--- src/rtl/cdc_pkg.sv ---
// Shared definitions for the four-phase req/ack source-side controller.
//   hs_state_t      : handshake FSM state encoding
//   SYNC_STAGES_MIN : smallest legal synchronizer depth on ack_in
//   QAM_SYMBOL_W    : default transferred word width (one 64-QAM symbol)
package cdc_pkg;

    typedef enum logic [1:0] {
        IDLE    = 2'd0,
        REQ     = 2'd1,
        RELEASE = 2'd2
    } hs_state_t;

    localparam int unsigned SYNC_STAGES_MIN = 2;
    localparam int unsigned QAM_SYMBOL_W    = 6;

endpackage

--- src/rtl/cdc_sync_bit.sv ---
// Multi-flop single-bit synchronizer for an asynchronous level input.
//   clk : destination clock
//   rst : asynchronous active-high reset, clears every stage to 0
//   d   : asynchronous input bit
//   q   : synchronized output (last stage)
// STAGES must be at least 2.
module cdc_sync_bit #(
    parameter int unsigned STAGES = 2
) (
    input  logic clk,
    input  logic rst,
    input  logic d,
    output logic q
);

    logic [STAGES-1:0] sync;

    always_ff @(posedge clk or posedge rst) begin
        if (rst) begin
            sync <= '0;
        end else begin
            sync <= {sync[STAGES-2:0], d};
        end
    end

    assign q = sync[STAGES-1];

endmodule

--- src/rtl/cdc_handshake_ctrl.sv ---
// Source-side controller for a four-phase req/ack handshake. Takes one word
// on a valid/ready interface, holds it on data_out while req_out is high,
// waits for the synchronized ack, then sequences the return-to-zero phase.
//   clk         : single clock, rising edge
//   rst         : asynchronous active-high reset
//   src_valid   : source word valid
//   src_data    : source word
//   src_ready   : word can be accepted this cycle (combinational)
//   req_out     : registered request to the foreign domain
//   data_out    : registered word, stable while req_out is high
//   ack_in      : asynchronous ack from the foreign domain
//   busy        : high in any state other than IDLE
//   timeout_err : sticky watchdog error
// Optional build macro HS_TIMEOUT_EN adds a TIMEOUT_W-bit watchdog on the
// REQ and RELEASE states; without it timeout_err is constant 0 and the FSM
// waits indefinitely. SYNC_STAGES legal range is 2..4.
module cdc_handshake_ctrl
    import cdc_pkg::*;
#(
    parameter int unsigned DATA_W      = QAM_SYMBOL_W,
    parameter int unsigned SYNC_STAGES = SYNC_STAGES_MIN,
    parameter int unsigned TIMEOUT_W   = 8
) (
    input  logic              clk,
    input  logic              rst,
    input  logic              src_valid,
    input  logic [DATA_W-1:0] src_data,
    output logic              src_ready,
    output logic              req_out,
    output logic [DATA_W-1:0] data_out,
    input  logic              ack_in,
    output logic              busy,
    output logic              timeout_err
);

    hs_state_t         state, state_next;
    logic              req_next;
    logic [DATA_W-1:0] data_next;
    logic              ack_sync;

    cdc_sync_bit #(
        .STAGES (SYNC_STAGES)
    ) u_ack_sync (
        .clk (clk),
        .rst (rst),
        .d   (ack_in),
        .q   (ack_sync)
    );

`ifdef HS_TIMEOUT_EN
    logic [TIMEOUT_W-1:0] wdog;
    logic [TIMEOUT_W-1:0] wdog_inc;
    logic                 wdog_hit;
    logic                 err_q;
    logic                 err_next;

    // Fires on the edge where the count would reach all-ones, so a stalled
    // state lasts exactly 2**TIMEOUT_W - 1 cycles.
    assign wdog_inc = wdog + 1'b1;
    assign wdog_hit = (state != IDLE) && (wdog_inc == '1);

    always_ff @(posedge clk or posedge rst) begin
        if (rst) begin
            wdog  <= '0;
            err_q <= 1'b0;
        end else begin
            err_q <= err_next;
            if (state_next != state) begin
                wdog <= '0;
            end else if (state != IDLE) begin
                wdog <= wdog_inc;
            end
        end
    end

    assign timeout_err = err_q;
`else
    // TIMEOUT_W is always >= 1, so this is constant 0.
    assign timeout_err = (TIMEOUT_W == 0);
`endif

    always_ff @(posedge clk or posedge rst) begin
        if (rst) begin
            state    <= IDLE;
            req_out  <= 1'b0;
            data_out <= '0;
        end else begin
            state    <= state_next;
            req_out  <= req_next;
            data_out <= data_next;
        end
    end

    always_comb begin
        state_next = state;
        req_next   = req_out;
        data_next  = data_out;
        src_ready  = 1'b0;
`ifdef HS_TIMEOUT_EN
        err_next   = err_q;
`endif
        case (state)
            IDLE: begin
                // A stale ack from a previous transfer blocks acceptance.
                src_ready = !ack_sync;
                if (src_valid && !ack_sync) begin
                    data_next  = src_data;
                    req_next   = 1'b1;
                    state_next = REQ;
                end
            end
            REQ: begin
                if (ack_sync) begin
                    req_next   = 1'b0;
                    state_next = RELEASE;
                end
`ifdef HS_TIMEOUT_EN
                else if (wdog_hit) begin
                    req_next   = 1'b0;
                    err_next   = 1'b1;
                    state_next = RELEASE;
                end
`endif
            end
            RELEASE: begin
                if (!ack_sync) begin
                    state_next = IDLE;
                end
`ifdef HS_TIMEOUT_EN
                else if (wdog_hit) begin
                    err_next   = 1'b1;
                    state_next = IDLE;
                end
`endif
            end
            default: begin
                state_next = IDLE;
                req_next   = 1'b0;
            end
        endcase
    end

    assign busy = (state != IDLE);

endmodule

--- config.mk ---
export PLATFORM = sky130hd
export DESIGN_NAME = cdc_handshake_ctrl
export DESIGN_NICKNAME = d
export VERILOG_FILES = /design/src/rtl/cdc_pkg.sv /design/src/rtl/cdc_sync_bit.sv /design/src/rtl/cdc_handshake_ctrl.sv
export SDC_FILE = /design/constraint.sdc
export NUM_CORES = 1
export LEC_CHECK = 0
export ABC_AREA = 1
export CAP_MARGIN = 15
export CORE_AREA = 2 2 39 41
export CTS_CLUSTER_SIZE = 25
export DETAILED_ROUTE_END_ITERATION = 8
export DIE_AREA = 0 0 41 43
export PLACE_DENSITY = 0.67
export SYNTH_ARGS = -nofsm -noshare
export SYNTH_HDL_FRONTEND = slang
export SYNTH_SLANG_ARGS = --single-unit
--- constraint.sdc ---
create_clock -name clk -period 1.87 [get_ports clk]
set_input_delay 0.374 -clock clk [delete_from_list [all_inputs] [get_ports clk]]
set_output_delay 0.374 -clock clk [all_outputs]
set_load 0.1 [all_outputs]
# After elaboration in Yosys (flattened, before gate mapping)

Index checks and enable logic that the tools add are counted.

Flip-flop bits (word level): 11
Bits of input ports: 10
Output and inout port bits: 10

Equal/unequal tests: 5
Bitwise operators: 1
Reduce and logical (&&, ||, !) cells: 7
Muxes and demuxes: 8

Operator list:

| cell                                                 | count |
|---|---|
| two-way mux 2 bit                                    | 3 |
| one-hot mux 2 bit (3 select lines)                   | 1 |
| AND reduction 3 bit                                  | 2 |
| != test 2 bit (second input constant)                | 2 |
| two-way mux 1 bit                                    | 3 |
| one-hot mux 1 bit (3 select lines)                   | 1 |
| equality test 2 x 1 -> 1 bit (second input constant) | 1 |
| equality test 2 bit (second input constant)          | 1 |
| logical NOT 2 bit                                    | 1 |
| != test 2 x 1 -> 1 bit (second input constant)       | 1 |
| AND reduction 2 bit                                  | 1 |
| nonzero test 2 bit                                   | 1 |
| logical AND 1 bit                                    | 1 |
| logical NOT 1 bit                                    | 1 |
| inverter 1 bit                                       | 1 |

# Logic depth before layout (Yosys ltp)

Gate-level depths: netlist of run 1.

Word-level depth: 4
Mapped depth: 5
Mapped depth without buffers: 5

# Cells and area by module

From an unflattened synthesis of run 1, not the netlist that was laid out.

Cells, all modules: 48
Area, all modules: 451.7 µm²

By module, submodules not included:

| module             | area an instance (µm²) | seq. area each (µm²) | cells each | times used |
|---|---|---|---|---|
| cdc_handshake_ctrl | 397.9                  | 225.2                | 45         | 1 |
| cdc_sync_bit       | 53.8                   | 50.0                 | 3          | 1 |

# Worst setup path before layout of run 1

OpenSTA, ideal clock, no wires.

Kind: register -> output
Start: register state[0]
End: output port src_ready
Slack: -0.725 ns
Arrival: 2.221 ns
Cell stages (with the launch flop): 4
Buffers on the path: 0
Path through: dfrtp_1 > inv_1 > nand2_2 > nor2_1

Cells in the longest elaborated chain, start to end: 2

RTL lines:

| what                   | RTL line                  | source |
|---|---|---|
| start, declared        | cdc_handshake_ctrl.sv:36  | `hs_state_t state, state_next;` |
| start signal, assigned | cdc_handshake_ctrl.sv:88  | `state <= state_next;` |
| logical NOT 2 bit      | cdc_handshake_ctrl.sv:102 | `case (state)` |
| two-way mux 1 bit      | cdc_handshake_ctrl.sv:102 |  |
| end, declared          | cdc_handshake_ctrl.sv:28  | `output logic src_ready,` |

No other way between the ends.

# Final worst setup path of run 1

Start: register state[1]
End: output port src_ready

The elaborated chain is that of the path after synthesis.

==> metrics.csv, run 1 <==
stage;metric;value;unit
status;status;completed;
logic_synthesis;synthFlopType;dfrtp_1;
grt;grt-ovfl-total;0;
place;routabilityCongestion;0.708;
cts;cts_made_buffers;3;
setup_path;critPathMaxStageDelay;0.45;ns
sta;worst_clock_skew;0.00370;ns
logic_synthesis;yosysTopAreaCell;dfrtp_1;
route;avgRoutedWirePerCell;11.6;microns
logic_synthesis;synthAdderAreaFrac;0;%
final_layout;drive_gt1_share;27.9;%
route;via_count;371;
power_and_ir_drop;combPwrFrac;53.1;%
floorplan;rows;14;
logic_synthesis;yosys.area_share.xor_xnor;0;%
floorplan;num_io_pins;20;
cts;clk-insertion-delay-late;0.27;ns
power_and_ir_drop;cellInternalPower;0.547;mW
setup_path;cp_max_fo;5;
grt;grt_max_degree;12;
setup_path;crit_required;1.50;ns
floorplan;die_area;1760;sq um
logic_synthesis;netlist_area;453;sq um
logic_synthesis;synth_top_area_share;60.8;%
final_layout;num-fill-cells;122;
logic_synthesis;synth_top_family_by_area;simple AND/OR/NAND/NOR gates;
logic_synthesis;synth.area.mux_share;0;%
logic_synthesis;synth.distinct_cells;14;
sta;hold_viol_final;0;
logic_synthesis;synth_compound_gate_area_share;2.21;%
grt;grt.total_usage;15.2;%
place;portBuffers;18;
power_and_ir_drop;finalPower;1.03;mW
power_and_ir_drop;pwr-share-clk;15.4;%
floorplan;initial_core_util;32.7;%
power_and_ir_drop;cellPowerDensity;1340;nW/um^2
floorplan;die_x;41;microns
power_and_ir_drop;p_leak;0.373;nW
cts;cts.sinks;11;
logic_synthesis;netlist_instances;47;
cts;cts_tree;yes;
setup_path;worstSetupPathType;reg -> out;
cts;cts_resized;0;
cts;cts_setup_buffers;0;
final_layout;antenna_cells;0;
route;drc;0;
logic_synthesis;synth_edf_count;0;
logic_synthesis;synth.most_common_cell;nand2_1;
grt;antenna_found_initial;0;
setup_path;arrival;1.19;ns
sta;timing.fmax;0.640;GHz
logic_synthesis;synthSimpleGateAreaFrac;31.2;%
setup_path;crit_family;flip-flops;
place;hpwl;763;microns
setup_path;crit_path_start_kind;register;
logic_synthesis;yosys_warnings;0;
setup_path;worst-path-buf-inv;2;
sta;rsz0062_at_grt;no;
route;drt-initial-drc-count;0;
floorplan;die_y;43;microns
logic_synthesis;synth_seq_area_share;60.8;%
final_layout;nets;79;
cts;postCtsHoldBufs;0;
setup_path;path_cells;inv_2 -> nand2_2 -> nor2_4 -> buf_12;
logic_synthesis;netlist_top_cells_area;dfrtp_1 61%, nand2_1 12%, nand3_1 6.6%;
route;drt_wl_total;972;microns
route;dr.pass1.iters;1;
power_and_ir_drop;p_switching;0.486;mW
floorplan;placeableCoreArea;1380;sq um
cts;cts_max_level;1;
route;ant_nets;0;
route;viasPerCell;4.42;
sta;setup_viol;0;
logic_synthesis;syn-num-nets;57;
power_and_ir_drop;switching_share;47.1;%
setup_path;slowest_stage;dfrtp_1;
logic_synthesis;async_flop_share;100;%
min_path;hold_class;reg -> reg;
flow_run;maxCapViolations;0;
sta;maxSlewViolCount;0;
setup_path;cp-end-kind;output pin;
final_layout;areaGrowthSynthToFinish;69.9;%
cts;root_buffer;clkbuf_4;
logic_synthesis;syn_avg_cell_area;9.64;sq um
power_and_ir_drop;vdd_drop_max;0.561;mV
sta;finalSetupTns;0;ns
logic_synthesis;yosys-top-cells-count;14 x nand2_1, 11 x dfrtp_1, 6 x nand3_1;
sta;fin_crit_sh;83.6;%
grt;grt_pass1_vias;378;
logic_synthesis;ys_ff_latch;11;
cts;clockBufferDepth;2;
cts;clk_pin_slew;0.07;ns
power_and_ir_drop;seqPwrFrac;31.5;%
grt;grt_pass1_wl;1650;microns
sta;min_period;1.56;ns
sta;holdWs;0.362;ns
metal layers:
layer,part of all wire (%),up-vias,GRT usage (%)
li1,-,186,-
met1,38,170,16.9
met2,53,13,21.3
met3,7.0,2,8.38
met4,1.4,0,10.0
met5,0,-,0
flip-flops by register name (all words and copies together), names as in the netlist:
| signal | cells |
|---|---|
| data_out | 6 |
| u_ack_sync.sync | 2 |
| state | 2 |
| req_out | 1 |
through the flow:
step	setup slack [ns]	utilization [%]	instances	instance area [sq um]
after floorplan	0.0372	-	47	460
after global routing	0.228	55.6	84	769
after global placement	0.448	53.7	80	743
final	0.307	55.6	84	769
after CTS	0.292	55.6	84	769
after detailed placement	0.422	53.7	80	743
final timing paths:
kind                       cells after the start                    startpoint                            to  slack, ns
max                                            4          state[1]$_DFFE_PP0P_                     src_ready       0.31
min                                            0  u_ack_sync.sync[0]$_DFF_PP0_  u_ack_sync.sync[1]$_DFF_PP0_       0.36
min in group asynchronous                      2                           rst       data_out[5]$_DFFE_PP0P_       0.39
min reg2reg                                    0  u_ack_sync.sync[0]$_DFF_PP0_  u_ack_sync.sync[1]$_DFF_PP0_       0.36
max in group asynchronous                      2                           rst          state[0]$_DFFE_PP0P_       1.19
max reg2reg                                    4  u_ack_sync.sync[1]$_DFF_PP0_       data_out[1]$_DFFE_PP0P_       0.81
placed cells by master (no fill, tap or decap):
cell type        synthesis  routed
dfrtp_1                 11      11
buf_12                   0       9
clkbuf_4                 0       3
inv_1                    3       3
conb_1                   1       1
a21oi_1                  1       1
o21ai_0                  1       1
inv_2                    1       1
nor3_1                   1       1
nor2_1                   2       1
nand3_1                  6       6
clkbuf_1                 0       1
clkdlybuf4s50_1          0       9
nand2_1                 14      14
nand2_4                  1       1
nor2_4                   2       3
nand2_2                  2       2
cell families after synthesis:
family	after synthesis
simple gates	28
flops	11
buf+inv	5
compound gates	2
other cells	1
area by class of cell:
type	instances	area [sq um]	share of cell area [%]
Timing Repair Buffer	18	270	35.1
Inverter	4	15.0	1.95
Tap cell	16	20.0	2.60
Multi-Input combinational cell	31	163	21.1
Sequential cell	11	275	35.8
Clock buffer	4	26.3	3.41
power by group through the flow:
| stage | sequential, mW | clock [mW] | combinational, mW |
|---|---|---|---|
| after floorplan | 0.552 | 0 | 0.108 |
| after global placement | 0.330 | 0 | 0.547 |
| after detailed placement | 0.330 | 0 | 0.550 |
| after CTS | 0.326 | 0.165 | 0.553 |
| after global routing | 0.330 | 0.179 | 0.569 |
| final | 0.325 | 0.159 | 0.549 |
(Power assumes the default switching activity.)
==> run 2, diff against run 1 <==
==> constraint.sdc (replaced) <==
create_clock -name clk -period 1.5 [get_ports clk]
set_input_delay 0.3 -clock clk [delete_from_list [all_inputs] [get_ports clk]]
set_output_delay 0.3 -clock clk [all_outputs]
set_load 0.1 [all_outputs]
==> metrics.csv, run 2 (synthesis gave the netlist of run 1 again) <==
stage;metric;value;unit;change
route;drc;0;;unchanged
setup_path;cp_max_fo;3;;-2
power_and_ir_drop;vdd_drop_max;1.01;mV;+81%
floorplan;num_io_pins;20;;unchanged
setup_path;worstSetupPathType;reg -> out;;
cts;cts_tree;yes;;
route;drt-initial-drc-count;4;;+4
place;routabilityCongestion;0.668;;-5.5%
route;avgRoutedWirePerCell;9.98;microns;-14%
final_layout;num-fill-cells;118;;-3.3%
final_layout;areaGrowthSynthToFinish;76.8;%;
cts;root_buffer;clkbuf_4;;
cts;clk-insertion-delay-late;0.26;ns;about the same
grt;antenna_found_initial;0;;unchanged
floorplan;die_area;1760;sq um;unchanged
place;portBuffers;18;;unchanged
final_layout;final_common_cell;nand2_1;;
cts;postCtsHoldBufs;0;;unchanged
route;viasPerCell;4.33;;-2.1%
floorplan;initial_core_util;32.7;%;unchanged
power_and_ir_drop;cellPowerDensity;1630;nW/um^2;+21%
cts;clk_pin_slew;0.07;ns;about the same
final_layout;top_register;data_out;;
sta;worst_clock_skew;0.00335;ns;-0.000356 ns
cts;cts.sinks;11;;unchanged
grt;grt_pass1_wl;1470;microns;-11%
cts;cts_max_level;1;;unchanged
route;drt_wl_total;858;microns;-12%
setup_path;arrival;1.13;ns;-0.06 ns
route;ant_nets;0;;unchanged
sta;setup_viol;0;;unchanged
cts;clockBufferDepth;2;;unchanged
sta;fin_crit_sh;95.6;%;
sta;min_period;1.43;ns;
final_layout;nets;81;;+2.5%
sta;rsz0062_at_grt;no;;
route;dr.pass1.iters;3;;+2
final_layout;largest_reg_flops;6;;unchanged
setup_path;crit_required;1.20;ns;-0.30 ns
grt;grt.total_usage;12.7;%;-2.6 points
final_layout;multiInputGateArea;176;sq um;+8.5%
power_and_ir_drop;p_leak;0.383;nW;+2.7%
floorplan;placeableCoreArea;1380;sq um;unchanged
place;hpwl;645;microns;-15%
sta;timing.fmax;0.698;GHz;
min_path;hold_class;in -> async;;
sta;hold_viol_final;0;;unchanged
grt;grt-ovfl-total;0;;unchanged
setup_path;crit_path_start_kind;register;;
floorplan;die_x;41;microns;unchanged
grt;grt_max_degree;12;;unchanged
power_and_ir_drop;finalPower;1.30;mW;+26%
final_layout;layout.cells.most_common_list;14 x nand2_1, 9 x dfrtp_1, 9 x clkdlybuf4s50_1, 9 x buf_12, 6 x nand3_1;;
sta;maxSlewViolCount;0;;unchanged
final_layout;reg_top3;data_out x6, state x2, u_ack_sync.sync x2;;
final_layout;drive_gt1_share;34.3;%;+6.3 points
cts;cts_made_buffers;3;;unchanged
final_layout;seqCellArea;278;sq um;+0.91%
status;status;completed;;
route;via_count;372;;+0.27%
floorplan;die_y;43;microns;unchanged
setup_path;cp-end-kind;output pin;;
flow_run;maxCapViolations;0;;unchanged
sta;holdWs;0.323;ns;-0.0392 ns
floorplan;rows;14;;unchanged
grt;grt_pass1_vias;347;;-8.2%
final_layout;antenna_cells;0;;unchanged
## run 2: changes by cell type in the layout (fill, tap and decap cells not counted), sizes merged
cell / delta
buf: +2
## run 2: final cells by class
cell class | instances | share of cell area (%)
Multi-Input combinational cell | 31 | 22.0
Timing Repair Buffer | 20 | 35.6
Tap cell | 16 | 2.50
Clock buffer | 4 | 3.28
Inverter | 4 | 1.88
Sequential cell | 11 | 34.7
## run 2: per-stage QoR
stage / std cells / setup WS [ns] / util, % / area (sq um) / setup TNS [ns]
after floorplan: 47 / -0.0159 / - / 474 / -0.0159
after global placement: 80 / 0.151 / 54.7 / 757 / 0
after detailed placement: 80 / 0.135 / 54.7 / 757 / 0
after CTS: 84 / 0.00230 / 56.8 / 786 / 0
after global routing: 86 / 0.0148 / 57.9 / 801 / 0
final: 86 / 0.0667 / 57.9 / 801 / 0
## run 2: path summary, 6_finish.rpt
kind	slack [ns]	to	from	depth (start not counted)
setup reg to reg	0.40	data_out[4]$_DFFE_PP0P_	state[0]$_DFFE_PP0P_	5
hold reg to reg	0.35	u_ack_sync.sync[1]$_DFF_PP0_	u_ack_sync.sync[0]$_DFF_PP0_	0
min in group clk	0.35	u_ack_sync.sync[1]$_DFF_PP0_	u_ack_sync.sync[0]$_DFF_PP0_	0
hold / removal	0.32	data_out[5]$_DFFE_PP0P_	rst	2
max in group asynchronous	0.86	state[0]$_DFFE_PP0P_	rst	2
setup / recovery	0.07	src_ready	state[0]$_DFFE_PP0P_	4
## run 2: routing by layer
metal / vias up / share of wire, % / global-route usage [%]
met1: 165 / 45 / 17.6
met4: 0 / 2.2 / 6.00
met3: 4 / 5.9 / 5.24
met2: 13 / 47 / 16.6
met5: - / 0 / 0
li1: 190 / - / -
## run 2: worst max-delay path, cell delays in order, from the launching register on
cell and delay (ns):
dfrtp_2 0.41, inv_2 0.09, nand2_8 0.07, nor2_4 0.12
buf_12 0.18
## run 2: where the power goes
| group | internal (mW) | switching [mW] |
|---|---|---|
| clock | 0.103 | 0.0950 |
| sequential | 0.346 | 0.0541 |
| combinational | 0.244 | 0.462 |
| total | 0.694 | 0.611 |
## run 2: repair_timing
action / 4_1_cts / 5_1_grt
pin swaps: 0 / 0
setup endpoints to repair: 1 / 1
gates resized for setup: 2 / 0
buffers inserted: 0 / 2
==> run 3, diff against run 2 <==
--- a/config.mk
+++ b/config.mk
@@ -14,4 +14,5 @@
 export PLACE_DENSITY = 0.67
 export SYNTH_ARGS = -nofsm -noshare
 export SYNTH_HDL_FRONTEND = slang
+export SYNTH_HIERARCHICAL = 1
 export SYNTH_SLANG_ARGS = --single-unit
==> metrics.csv, run 3 <==
stage;metric;value;unit;change
status;status;completed;;
sta;hold_viol_final;0;;unchanged
route;drt_wl_total;964;microns;+12%
logic_synthesis;yosys_warnings;6;;+6
cts;clockBufferDepth;2;;unchanged
cts;clk-insertion-delay-late;0.27;ns;about the same
sta;setup_viol;0;;unchanged
logic_synthesis;yosysTopAreaCell;dfrtp_1;;
floorplan;initial_core_util;32.6;%;-0.090 points
setup_path;reg2reg_depth;5;;unchanged
setup_path;timing.rr.end;data_out[4]$_DFFE_PP0P_;;
logic_synthesis;yosys-top-cells-count;14 x nand2_1, 11 x dfrtp_1, 6 x nand3_1;;
logic_synthesis;synth.distinct_cells;12;;-2
grt;grt_pass1_wl;1610;microns;+9.9%
route;ant_nets;0;;unchanged
cts;clk_pin_slew;0.06;ns;about the same
power_and_ir_drop;switching_share;46.8;%;about the same
final_layout;largest_reg_flops;6;;unchanged
floorplan;die_y;43;microns;unchanged
power_and_ir_drop;finalPower;1.30;mW;-0.13%
cts;cts.sinks;11;;unchanged
grt;grt_max_degree;10;;-2
grt;grt_pass1_vias;379;;+9.2%
sta;worst_clock_skew;0.00729;ns;+0.00394 ns
setup_path;crit_family;flip-flops;;
setup_path;worstSetupPathType;reg -> out;;
final_layout;drive_gt1_share;33.8;%;-0.48 points
setup_path;arrival;1.14;ns;about the same
route;drt-initial-drc-count;4;;unchanged
cts;postCtsHoldBufs;0;;unchanged
floorplan;die_x;41;microns;unchanged
final_layout;nets;82;;+1.2%
logic_synthesis;syn-num-nets;58;;+1.8%
logic_synthesis;synth.most_common_cell;nand2_1;;
final_layout;areaGrowthSynthToFinish;77.0;%;
sta;finalSetupTns;0;ns;unchanged
floorplan;num_io_pins;20;;unchanged
sta;min_period;1.44;ns;+0.00993 ns
sta;maxSlewViolCount;0;;unchanged
cts;root_buffer;clkbuf_4;;
power_and_ir_drop;p_switching;0.610;mW;-0.19%
final_layout;layout.cells.most_common_list;14 x nand2_1, 9 x dfrtp_1, 9 x clkdlybuf4s50_1, 9 x buf_12, 6 x nand3_1;;
floorplan;rows;14;;unchanged
place;portBuffers;18;;unchanged
power_and_ir_drop;combPwrFrac;54.2;%;about the same
final_layout;antenna_cells;0;;unchanged
setup_path;slowest_stage;dfrtp_2;;
sta;rsz0062_at_grt;no;;
floorplan;placeableCoreArea;1380;sq um;unchanged
sta;fin_crit_sh;96.2;%;+0.66 points
logic_synthesis;netlist_top_cells_area;dfrtp_1 61%, nand2_1 12%, nand3_1 6.6%;;
grt;antenna_found_initial;0;;unchanged
grt;grt.total_usage;14.3;%;+1.6 points
logic_synthesis;synthFlopType;dfrtp_1;;
grt;grt-ovfl-total;0;;unchanged
logic_synthesis;synth_top_area_share;60.9;%;+0.17 points
logic_synthesis;syn_avg_cell_area;9.41;sq um;-2.4%
logic_synthesis;netlist_area;452;sq um;-0.28%
setup_path;r2r_slack;0.37;ns;-0.03 ns
power_and_ir_drop;cellInternalPower;0.693;mW;about the same
logic_synthesis;synth_seq_area_share;60.9;%;+0.17 points
setup_path;cp_max_fo;3;;unchanged
power_and_ir_drop;cellPowerDensity;1630;nW/um^2;about the same
place;hpwl;760;microns;+18%
min_path;hold_class;in -> async;;
final_layout;reg_top3;data_out x6, state x2, u_ack_sync/sync x2;;
sta;timing.fmax;0.693;GHz;-0.69%
route;via_count;396;;+6.5%
setup_path;critPathMaxStageDelay;0.42;ns;about the same
place;routabilityCongestion;0.761;;+14%
flow_run;maxCapViolations;0;;unchanged
setup_path;crit_path_start_kind;register;;
route;avgRoutedWirePerCell;11.1;microns;+11%
route;drc;0;;unchanged
setup_path;cp-end-kind;output pin;;
setup_path;crit_required;1.20;ns;about the same
power_and_ir_drop;p_leak;0.383;nW;about the same
power_and_ir_drop;vdd_drop_max;1.03;mV;+1.2%
cts;cts_max_level;1;;unchanged
setup_path;timing.rr.start;state[1]$_DFFE_PP0P_;;
logic_synthesis;ys_ff_latch;11;;unchanged
setup_path;path_cells;inv_2 -> nand2_8 -> nor2_4 -> buf_12;;
floorplan;die_area;1760;sq um;unchanged
power_and_ir_drop;seqPwrFrac;30.9;%;+0.2 points
setup_path;worst-path-buf-inv;2;;unchanged
power_and_ir_drop;pwr-share-clk;15.0;%;-0.2 points
final_layout;final_common_cell;nand2_1;;
logic_synthesis;synth_edf_count;0;;unchanged
cts;cts_tree;yes;;
final_layout;top_register;data_out;;
route;dr.pass1.iters;4;;+1
logic_synthesis;netlist_instances;48;;+2.1%
route;viasPerCell;4.55;;+5.2%
logic_synthesis;async_flop_share;100;%;unchanged
sta;holdWs;0.208;ns;-0.115 ns
setup_path;crit_cells;4;;unchanged
cts;cts_made_buffers;3;;unchanged
==> run 3: metal layers <==
metal  GRT usage (%)  share of wire [%]  vias up
met4            8.00                1.8        0
met5               0                  0        -
met3            6.28                5.3        2
li1                -                  -      191
met1            16.8                 39      187
met2            20.6                 54       16
==> run 3: kinds of logic (layout without fill, tap and decap cells) <==
family                 count (synthesis)  count (layout)  share of synthesized area, %
AOI/OAI and AO/OA                      2               2                          2.21
other                                  1               1                         0.830
buffers and inverters                  6              29                          5.82
and+or+nand+nor                       28              28                          30.2
DFF                                   11              11                          60.9
==> run 3: layout make-up <==
cell class	count	area (sq um)
Timing Repair Buffer	20	285
Clock buffer	4	26.3
Fill cell	126	584
Inverter	5	18.8
Multi-Input combinational cell	31	171
Sequential cell	11	278
Tap cell	16	20.0
==> run 3: metrics by stage <==
stage                     cell area [sq um]  util (%)  setup WS, ns  instances
after floorplan                         473         -       -0.0166         48
after global placement                  756      54.6         0.132         81
after detailed placement                756      54.6        0.0830         81
after CTS                               800      57.8        0.0482         87
after global routing                    800      57.8       0.00254         87
final                                   800      57.8        0.0567         87
==> run 3: timing repair <==
item,in CTS,in global routing
endpoints found under the setup margin,1,0
endpoints found under the hold margin,0,0
buffers inserted,2,0
gates resized for setup,2,0
==> run 3: power by group through the flow <==
| stage | logic [mW] | clock network [mW] | registers, mW |
|---|---|---|---|
| floorplan | 0.142 | 0 | 0.688 |
| global placement | 0.691 | 0 | 0.412 |
| detailed placement | 0.696 | 0 | 0.412 |
| CTS | 0.711 | 0.204 | 0.403 |
| global route | 0.730 | 0.224 | 0.408 |
| finish | 0.706 | 0.195 | 0.402 |
==> run 3: how the worst max path moves through the flow <==
| stage | start | endpoint | slack [ns] |
|---|---|---|---|
| finish | state[0]$_DFFE_PP0P_ | src_ready | 0.06 |
| global route | state[0]$_DFFE_PP0P_ | src_ready | 0.003 |
| CTS | state[0]$_DFFE_PP0P_ | src_ready | 0.05 |
| detailed placement | src_valid | data_out[4]$_DFFE_PP0P_ | 0.08 |
| global placement | src_valid | data_out[5]$_DFFE_PP0P_ | 0.13 |
| floorplan | state[1]$_DFFE_PP0P_ | src_ready | -0.02 |
==> run 3: worst reg2reg max path, stage by stage (launching register included) <==
cell     delay (ns)
dfrtp_2        0.41
buf_4          0.15
nor2_4         0.19
nand2_2        0.13
nand2_1        0.08
nand2_1        0.05
